File: config.mk
export PLATFORM = sky130hd
export DESIGN_NAME = fp_mul_arbiter
export DESIGN_NICKNAME = d
export VERILOG_FILES = /design/src/rtl/fpmm_pkg.sv /design/src/rtl/multiplier_32bit.sv /design/src/rtl/fp_mul_arbiter.sv
export SDC_FILE = /design/constraint.sdc
export NUM_CORES = 2
export LEC_CHECK = 0
export ABC_AREA = 0
export ABC_CLOCK_PERIOD_IN_PS = 16830
export CORE_MARGIN = 3
export CORE_UTILIZATION = 45
export DETAILED_ROUTE_END_ITERATION = 6
export PLACE_DENSITY = 0.75
export SYNTH_ARGS = -nofsm -noshare
export SYNTH_HDL_FRONTEND = slang
export SYNTH_HIERARCHICAL = 1
export SYNTH_SLANG_ARGS = --single-unit
export TNS_END_PERCENT = 5
File: constraint.sdc
create_clock -name clk -period 16.83 [get_ports clk]
set_input_delay 5.049 -clock clk [delete_from_list [all_inputs] [get_ports clk]]
set_output_delay 5.049 -clock clk [all_outputs]
set_load 0.01 [all_outputs]
File: src/rtl/fpmm_pkg.sv
// Shared definitions for the FP32 multiplier arbiter: defaults, FSM encoding
// and the tag that travels alongside each product.
package fpmm_pkg;

  localparam int N_REQ_DEF   = 4;
  localparam int MUL_LAT_DEF = 1;
  localparam int IDX_W       = 3;   // wide enough for up to 8 requesters

  typedef enum logic {
    IDLE   = 1'b0,
    LOCKED = 1'b1
  } arb_state_e;

  typedef struct packed {
    logic             vld;
    logic [IDX_W-1:0] idx;
    logic             last;
  } mul_tag_t;

endpackage

File: src/rtl/multiplier_32bit.sv
// IEEE-754 single multiplier, round-to-nearest-even, subnormals flushed to zero,
// with a LAT-stage output pipeline; ovf flags Inf/NaN/overflow results.
module multiplier_32bit #(
  parameter int LAT = 1
) (
  input  logic        clk,
  input  logic        rst,
  input  logic        i_vld,
  input  logic [31:0] i_a,
  input  logic [31:0] i_b,
  output logic        o_vld,
  output logic [31:0] o_res,
  output logic        o_ovf
);

  logic        sgn, a_zero, b_zero, a_inf, b_inf, a_nan, b_nan;
  logic [47:0] prod;
  logic        norm, grd, stk;
  logic [22:0] mant;
  logic [23:0] rnd;
  logic [9:0]  exp_r;
  logic [31:0] res_c;
  logic        ovf_c;

  logic        vld_q [LAT];
  logic [31:0] res_q [LAT];
  logic        ovf_q [LAT];

  always_comb begin
    sgn    = i_a[31] ^ i_b[31];
    a_zero = (i_a[30:23] == 8'h00);
    b_zero = (i_b[30:23] == 8'h00);
    a_inf  = (i_a[30:23] == 8'hFF) && (i_a[22:0] == 23'h0);
    b_inf  = (i_b[30:23] == 8'hFF) && (i_b[22:0] == 23'h0);
    a_nan  = (i_a[30:23] == 8'hFF) && (i_a[22:0] != 23'h0);
    b_nan  = (i_b[30:23] == 8'hFF) && (i_b[22:0] != 23'h0);

    prod  = 48'({1'b1, i_a[22:0]}) * 48'({1'b1, i_b[22:0]});
    norm  = prod[47];
    mant  = norm ? prod[46:24] : prod[45:23];
    grd   = norm ? prod[23]    : prod[22];
    stk   = norm ? |prod[22:0] : |prod[21:0];
    rnd   = {1'b0, mant} + {23'h0, grd & (stk | mant[0])};
    // a rounding carry leaves rnd[22:0] all zero, so only the exponent moves
    exp_r = {2'b00, i_a[30:23]} + {2'b00, i_b[30:23]} + {9'h0, norm}
          + {9'h0, rnd[23]} - 10'd127;

    res_c = 32'h0;
    ovf_c = 1'b0;
    if (a_nan || b_nan || (a_inf && b_zero) || (b_inf && a_zero)) begin
      res_c = 32'h7FC00000;
      ovf_c = 1'b1;
    end else if (a_inf || b_inf) begin
      res_c = {sgn, 31'h7F800000};
      ovf_c = 1'b1;
    end else if (a_zero || b_zero) begin
      res_c = {sgn, 31'h0};
    end else if (exp_r[9] || (exp_r == 10'd0)) begin
      res_c = {sgn, 31'h0};
    end else if (exp_r >= 10'd255) begin
      res_c = {sgn, 31'h7F800000};
      ovf_c = 1'b1;
    end else begin
      res_c = {sgn, exp_r[7:0], rnd[22:0]};
    end
  end

  always_ff @(posedge clk or posedge rst) begin
    if (rst) begin
      for (int k = 0; k < LAT; k++) begin
        vld_q[k] <= 1'b0;
        res_q[k] <= 32'h0;
        ovf_q[k] <= 1'b0;
      end
    end else begin
      vld_q[0] <= i_vld;
      res_q[0] <= i_vld ? res_c : 32'h0;
      ovf_q[0] <= i_vld & ovf_c;
      for (int k = 1; k < LAT; k++) begin
        vld_q[k] <= vld_q[k-1];
        res_q[k] <= res_q[k-1];
        ovf_q[k] <= ovf_q[k-1];
      end
    end
  end

  assign o_vld = vld_q[LAT-1];
  assign o_res = res_q[LAT-1];
  assign o_ovf = ovf_q[LAT-1];

endmodule

File: src/rtl/fp_mul_arbiter.sv
// Round-robin arbiter sharing one FP32 multiplier among N_REQ requesters,
// holding the grant for a whole burst and tagging products back to their owner.
//   state  | meaning
//   IDLE   | no owner; round-robin pick from rr_ptr among valid requesters
//   LOCKED | owner fixed; only the owner is ready until it sends req_last
module fp_mul_arbiter
  import fpmm_pkg::*;
#(
  parameter int N_REQ   = N_REQ_DEF,
  parameter int MUL_LAT = MUL_LAT_DEF
) (
  input  logic               clk,
  input  logic               rst,
  input  logic [N_REQ-1:0]   req_vld,
  input  logic [32*N_REQ-1:0] req_a,
  input  logic [32*N_REQ-1:0] req_b,
  input  logic [N_REQ-1:0]   req_last,
  output logic [N_REQ-1:0]   req_rdy,
  output logic [N_REQ-1:0]   rsp_vld,
  output logic [31:0]        rsp_res,
  output logic               rsp_ovf,
  output logic               rsp_last,
  output logic               busy
);

  arb_state_e       state, state_nxt;
  logic [IDX_W-1:0] owner, owner_nxt, rr_ptr, rr_nxt;
  logic [IDX_W-1:0] pick, sel;
  logic             found, grant, issue, sel_vld, sel_last, in_flight;
  logic [31:0]      op_a, op_b, mul_res;
  logic             mul_vld, mul_ovf;
  mul_tag_t         tag_pipe [MUL_LAT];
  mul_tag_t         tag_out;

  function automatic logic [IDX_W-1:0] wrap_inc(input logic [IDX_W-1:0] v);
    if (int'(v) >= N_REQ - 1) return '0;
    return v + 1'b1;
  endfunction

  // Round-robin: first valid at or above rr_ptr, otherwise first valid below it.
  always_comb begin
    found = 1'b0;
    pick  = '0;
    for (int j = 0; j < N_REQ; j++) begin
      if (!found && req_vld[j] && (j >= int'(rr_ptr))) begin
        found = 1'b1;
        pick  = IDX_W'(j);
      end
    end
    for (int j = 0; j < N_REQ; j++) begin
      if (!found && req_vld[j] && (j < int'(rr_ptr))) begin
        found = 1'b1;
        pick  = IDX_W'(j);
      end
    end
  end

  always_comb begin
    state_nxt = state;
    owner_nxt = owner;
    rr_nxt    = rr_ptr;
    sel       = owner;
    grant     = 1'b0;
    case (state)
      IDLE:    begin sel = pick;  grant = found; end
      LOCKED:  begin sel = owner; grant = 1'b1;  end
      default: ;
    endcase

    sel_vld  = 1'b0;
    sel_last = 1'b0;
    op_a     = 32'h0;
    op_b     = 32'h0;
    for (int j = 0; j < N_REQ; j++) begin
      if (IDX_W'(j) == sel) begin
        sel_vld  = req_vld[j];
        sel_last = req_last[j];
        op_a     = req_a[32*j +: 32];
        op_b     = req_b[32*j +: 32];
      end
    end

    issue = grant & sel_vld & ~rst;
    if (issue) begin
      if (sel_last) begin
        state_nxt = IDLE;
        rr_nxt    = wrap_inc(sel);
      end else begin
        state_nxt = LOCKED;
        owner_nxt = sel;
      end
    end
  end

  assign req_rdy = (grant && !rst) ? (N_REQ'(1) << sel) : '0;

  always_ff @(posedge clk or posedge rst) begin
    if (rst) begin
      state  <= IDLE;
      owner  <= '0;
      rr_ptr <= '0;
    end else begin
      state  <= state_nxt;
      owner  <= owner_nxt;
      rr_ptr <= rr_nxt;
    end
  end

  // Tag shift register runs in lockstep with the multiplier pipeline.
  always_ff @(posedge clk or posedge rst) begin
    if (rst) begin
      for (int k = 0; k < MUL_LAT; k++) tag_pipe[k] <= '0;
    end else begin
      tag_pipe[0] <= mul_tag_t'{vld: issue, idx: sel, last: sel_last};
      for (int k = 1; k < MUL_LAT; k++) tag_pipe[k] <= tag_pipe[k-1];
    end
  end

  always_comb begin
    in_flight = 1'b0;
    for (int k = 0; k < MUL_LAT; k++) in_flight = in_flight | tag_pipe[k].vld;
  end

  multiplier_32bit #(.LAT(MUL_LAT)) u_mul (
    .clk   (clk),
    .rst   (rst),
    .i_vld (issue),
    .i_a   (op_a),
    .i_b   (op_b),
    .o_vld (mul_vld),
    .o_res (mul_res),
    .o_ovf (mul_ovf)
  );

  assign tag_out  = tag_pipe[MUL_LAT-1];
  assign rsp_vld  = tag_out.vld ? (N_REQ'(1) << tag_out.idx) : '0;
  assign rsp_res  = mul_vld ? mul_res : 32'h0;
  assign rsp_ovf  = mul_vld & mul_ovf;
  assign rsp_last = tag_out.vld & tag_out.last;
  assign busy     = (state == LOCKED) | in_flight;

endmodule

[After elaboration in Yosys (flattened, before gate mapping)]
Index checks and enable logic that the tools add are counted.
W data, S select, Z words.
Word-level totals
  register bits: 45
  input bits: 266
  output and inout port bits: 43
  word-level logic and storage cells: 148
Cells by class
  add/sub/neg operators: 6
  $mul: 1
  magnitude comparators: 10
  equality and inequality tests: 5
  shifts and indexed selects: 2
  muxes and demuxes: 56
  bitwise gates (word level): 12
  reduce and logical (&&, ||, !) cells: 48
Operators with widths (count)
  $mux W32: 11
  $mux W31: 4
  $mul A24 B24 Y48: 1
  $logic_not A23 Y1: 2
  $reduce_bool A23 Y1: 2
  $mux W1: 28
  $add A23 B1 Y24: 1
  $mux W23: 1
  $reduce_or A23 Y1: 1
  $logic_and A1 B1 Y1: 22
  $reduce_or A22 Y1: 1
  $mux W3: 7
  $add A10 B1 Y10: 2
  $eq A8 B8 Y1 const B: 2
  $logic_not A8 Y1: 2
  $ge A10 B8 Y1 const B: 1
  $logic_not A10 Y1: 1
  $sub A10 B7 Y10 const B: 1
  $add A8 B8 Y9: 1
  $logic_not A1 Y1: 8
  $mux W4: 2
  $shl A1 B3 Y4 const A: 2
  $and A1 B1 Y1: 6
  $eq A2 B3 Y1 const A: 2
  16 further kinds: 29

[Logic depth before layout (Yosys ltp)]
  depth after elaboration: 52
  depth in mapped cells: 56
  depth with buffers taken out: 51

[Modules after synthesis]
The synthesis kept the hierarchy.
By module, submodules not included
  multiplier_32bit: times used 1, cells each 2659, area an instance 22694.3 um^2, seq. area each 850.8 um^2
  fp_mul_arbiter: times used 1, cells each 428, area an instance 2802.7 um^2, seq. area each 300.3 um^2

[Worst setup path before layout]
No wires, ideal clock.
  path kind: input-to-reg
  start point: input port req_vld[1]
  end point: register u_mul.res_q, in the netlist u_mul/o_res[19]
  library setup time: 137 ps
  arrival time: 17000 ps
  required time: 16693 ps
  slack: -307 ps
  stages on the path: 53
  path buffers: 5
  path through: inv_1 > a21oi_1 > o31a_2 > o21ai_0 > inv_1 > ha_1 > inv_1 > and3_1 > buf_2 > buf_2 > a221o_1 > o21ai_0 > o21ai_0 > clkbuf_1 > nand2_1 > fa_1 > inv_1 > fa_1 > [... 17 more ...] > nand2_1 > o311ai_2 > nand2b_1 > o22ai_1 > nand3_1 > nor2_1 > and4_1 > fa_1 > fa_1 > a21o_1 > a21oi_1 > o21bai_1 > a21oi_1 > xnor2_1 > o41ai_1 > nand4b_1 > clkbuf_1 > nor3_1
Between the ends
  cells in the longest elaborated chain, start to end: 48
  elaborated cells on any way between the ends: 95
  classes of those cells: add/sub: 5; mul: 1; order compare: 1; eq/ne: 5; mux: 37; bitwise: 4; reduce/logical: 42
Ends and longest elaborated chain
  start, declared: line fp_mul_arbiter.sv:14  | input logic [N_REQ-1:0] req_vld,
  $logic_and A1 B1 Y1 (2 in series): line fp_mul_arbiter.sv:45  | if (!found && req_vld[j] && (j >= int'(rr_ptr))) begin
  $mux W1: line fp_mul_arbiter.sv:45
  $logic_not A1 Y1: line fp_mul_arbiter.sv:45
  $logic_and A1 B1 Y1 (2 in series): line fp_mul_arbiter.sv:45
  $mux W1: line fp_mul_arbiter.sv:45
  $logic_not A1 Y1: line fp_mul_arbiter.sv:45
  $logic_and A1 B1 Y1 (2 in series): line fp_mul_arbiter.sv:45
  $mux W1: line fp_mul_arbiter.sv:45
  [... 17 more ...]
  via sel[1]: line fp_mul_arbiter.sv:28  | logic [IDX_W-1:0] pick, sel;
  [... 5 more ...]
  via op_a[13]: line fp_mul_arbiter.sv:30  | logic [31:0] op_a, op_b, mul_res;
  [... 7 more ...]
  $sub A10 B7 Y10: line multiplier_32bit.sv:46  | + {9'h0, rnd[23]} - 10'd127;
  $ge A10 B8 Y1 or $logic_not A10 Y1 (tied branches): line multiplier_32bit.sv:60, multiplier_32bit.sv:58
  $mux W31 or $logic_or A1 B1 Y1 (tied branches): line multiplier_32bit.sv:60, multiplier_32bit.sv:58
  $mux W31: line multiplier_32bit.sv:58  | end else if (exp_r[9] || (exp_r == 10'd0)) begin
  $mux W31: line multiplier_32bit.sv:56  | end else if (a_zero || b_zero) begin
  $mux W31: line multiplier_32bit.sv:53  | end else if (a_inf || b_inf) begin
  $mux W32 *: line multiplier_32bit.sv:50  | if (a_nan || b_nan || (a_inf && b_zero) || (b_inf && a_zero)) begin
  $mux W32 *: line multiplier_32bit.sv:77  | res_q[0] <= i_vld ? res_c : 32'h0;
  end signal, assigned by index: line multiplier_32bit.sv:81  | res_q[k] <= res_q[k-1];
  end, declared: line multiplier_32bit.sv:26  | logic [31:0] res_q [LAT];
Mark *: on every way through the listed nets, which the timed path passes. The rest lies on a longest branch.
A chain may end at the register's enable or synchronous reset.

[Worst setup path in the final report]
  start point: input port req_vld[2]
  end point: register u_mul.res_q, in the netlist u_mul/o_res[22]
Between the ends
  cells in the longest elaborated chain, start to end: 44
  elaborated cells on any way between the ends: 90
  classes of those cells: add/sub: 5; mul: 1; order compare: 1; eq/ne: 5; mux: 35; bitwise: 4; reduce/logical: 39
Ends and longest elaborated chain
  $logic_and A1 B1 Y1 (2 in series): line fp_mul_arbiter.sv:45
  $mux W1: line fp_mul_arbiter.sv:45
  $logic_not A1 Y1: line fp_mul_arbiter.sv:45
  $logic_and A1 B1 Y1 (2 in series): line fp_mul_arbiter.sv:45
  $mux W1: line fp_mul_arbiter.sv:45
  $logic_not A1 Y1: line fp_mul_arbiter.sv:51  | if (!found && req_vld[j] && (j < int'(rr_ptr))) begin
  $logic_and A1 B1 Y1 (2 in series): line fp_mul_arbiter.sv:51
  $mux W1: line fp_mul_arbiter.sv:51
  [... 13 more ...]
  via sel[0]: line fp_mul_arbiter.sv:28
  [... 5 more ...]
  via op_a[8]: line fp_mul_arbiter.sv:30
  [... 7 more ...]
  $sub A10 B7 Y10: line multiplier_32bit.sv:46
  $ge A10 B8 Y1 or $logic_not A10 Y1 (tied branches): line multiplier_32bit.sv:60, multiplier_32bit.sv:58
  $mux W31 or $logic_or A1 B1 Y1 (tied branches): line multiplier_32bit.sv:60, multiplier_32bit.sv:58
  $mux W31: line multiplier_32bit.sv:58
  $mux W31: line multiplier_32bit.sv:56
  $mux W31: line multiplier_32bit.sv:53
  $mux W32 *: line multiplier_32bit.sv:50
  $mux W32 *: line multiplier_32bit.sv:77
Marked as above.

==> impl_metrics.ini <==
[grt]
grtUsageTotal = 0.288
gr-total-overflow = 0
grt_pass1_wl_um = 136000
antenna_found_initial = 9
grt_pass1_vias = 24900
grt_start_max_net_pins = 41

[timing]
slew_headroom = 0.411
period_needed_ps = 16470
fin_worst_skew_ps = 8.85
setup_viol_count_final = 0
hold_viol_final = 0
max_freq_ghz = 0.0607
period_share = 0.979
maxSlewViolCount = 0
worstMarginPinSlew_ps = 874
rsz0062_at_grt = true

[place]
hpwl_um = 74900
dpl.cell_count = 4442
io_buffers = 308
place.gp.congestion = 0.988

[cts]
insertion_delay_ps = 310
htree_levels = 2
clockRootBuffer = clkbuf_16
clock_path_buffers = 2
ctsHoldBuffers = 0
cts_made_buffers = 5
cts_sinks = 46
tritoncts = done
clkTransAtPathRegs_ps = 70

[min_path]
hold_class = reg -> reg

[floorplan]
fp.dieW_um = 244
core_area_mm2 = 0.0555
row_count = 86
io_pins = 309
die-area_mm2 = 0.0596
die_h_um = 244
start_util = 0.459

[worst_setup_path]
criticalPathCategory = in -> reg
start_kind = input pin
critPathMostFrequentCell = fa_1
cp.required_ps = 17020
end_kind = register
slowest_delay_ps = 580
cp_slowest_cell = fa_1
cp_max_fo = 7
arrival_ps = 16660

[synthesis]
yosys_register_bits = 46
synth_xor_area_frac = 0.0171
synth_commonest_cells = inv_1, fa_1, nand2_1, and2_1, ha_1
synth-edff-count = 0
yosys.area.top_type = fa_1
yosys_warnings = 6
synth_compound_area_frac = 0.133
syn_inst = 3087
synth_top_family_by_area = adder cells
syn_area_mm2 = 0.0255
synth_fp_nets = 4031
synthMuxAreaShare = 0.00520
synth_simple_gate_area_frac = 0.202
ys_types = 106
synth_area_leaders = fa_1, ha_1, inv_1
yosysMostFrequentCell = inv_1
yosysSeqAreaShare = 0.0451
synth_top_cell_area_share = 0.380
synth_flop_cell = dfrtp_1
async_flop_share = 1.00
synth_area_per_cell_um2 = 8.26
synth-adder-area-share = 0.476

[job]
maxCapViolations = 0

[run_status]
outcome = completed

[finish]
stdcell_count = 4495
areaGrowthSynthToFinish_pct = 33.4
final_nets = 4685
drive_gt1_frac = 0.187

[routing]
wl_per_cell_um = 19.3
via_count = 24200
drt-vias-per-instance = 5.39
first_pass_iters = 5
drtIter0Drc = 1779
routed_wirelength_um = 86900
drc = 0
ant_nets = 0
[cells by family (layout without fill, tap and decap cells)]
| family | count (synthesis) | count (layout) |
|---|---|---|
| simple gates | 1007 | 1007 |
| buf+inv | 806 | 1461 |
| fa+ha+maj | 679 | 679 |
| compound gates | 489 | 489 |
| xor+xnor | 48 | 48 |
| flops | 46 | 46 |
| mux | 12 | 12 |
| other cells | 0 | 5 |
[metal layers]
metal	global-route usage	up-vias	wire length, um
met4	0.0943	10	3290
met2	0.479	1053	41200
met3	0.0504	202	7760
met5	0	-	74
met1	0.382	11900	34600
li1	-	11100	-
[layout make-up]
cell class,instances,area [um^2]
well taps,748,936
diodes,5,12.5
clock buffers,7,143
multi-input cells,2235,21900
inverters,637,2400
repair buffers,816,7500
fillers,4716,21500
flip-flops and latches,46,1150
clock inverters,1,5.00
[final timing paths]
kind,from,to,slack [ps],depth (start not counted)
worst max-delay path,req_vld[2],u_mul/o_res[22],360,57
worst min-delay path,owner[1],owner[1],520,1
worst max register to register,state,u_mul/o_res[22],4640,55
worst min register to register,owner[1],owner[1],520,1
max in group asynchronous,rst,u_mul/o_res[6],11310,3
min in group asynchronous,rst,tag_out[1],5120,2
[state kept, by name (all words and copies together) (netlist names)]
| signal | count |
|---|---|
| tag_out | 4 |
| u_mul/o_ovf | 1 |
| u_mul/o_res | 32 |
| u_mul/o_vld | 1 |
| rr_ptr | 3 |
| owner | 3 |
| in_flight | 1 |
| state | 1 |
[worst max-delay path, delay by kind of cell]
kind | cells | cell delay, ps
fa+ha+maj | 12 | 4920
buf+inv | 17 | 1820
xor+xnor | 1 | 290
simple gates | 12 | 2150
compound gates | 15 | 2410
[per-stage QoR]
stage	hold WS, ps	utilization	area [um^2]	setup WS, ps	TNS, ps
CTS	514	0.602	33400	0.991	0
detailed placement	494	0.594	33000	-797	-20160
floorplan	481	-	25500	66.0	0
finish	516	0.613	34000	358	0
global route	553	0.612	34000	-140	-1240
global placement	493	0.594	33000	-591	-15400
[repair_timing]
| action | CTS | global route |
|---|---|---|
| cloned | 0 | 2 |
| pin swaps | 27 | 68 |
| endpoints found under the setup margin | 32 | 32 |
| gates resized for setup | 47 | 114 |
| buffers inserted | 13 | 25 |
[cells in the final DEF, fill, tap and decap left out, drive strengths merged, types with 10 or more instances in the layout]
| cell type | n |
|---|---|
| nor2 | 101 |
| inv | 634 |
| fa | 484 |
| buf | 510 |
| nand2 | 413 |
| ha | 194 |
| nand2b | 12 |
| dfrtp | 46 |
| and2 | 293 |
| o21ai | 193 |
| xnor2 | 23 |
| nand4 | 31 |
| a21o | 21 |
| a31oi | 14 |
| and3 | 19 |
| a21oi | 78 |
| nor3 | 28 |
| o211ai | 16 |
| a221o | 64 |
| o21a | 10 |
| nor4 | 27 |
| xor2 | 25 |
| nand3 | 21 |
| clkdlybuf4s50 | 304 |
Power is left out: the tool's default activity adds up to more than one toggle a clock period on the data nets, which glitch-free logic cannot reach.
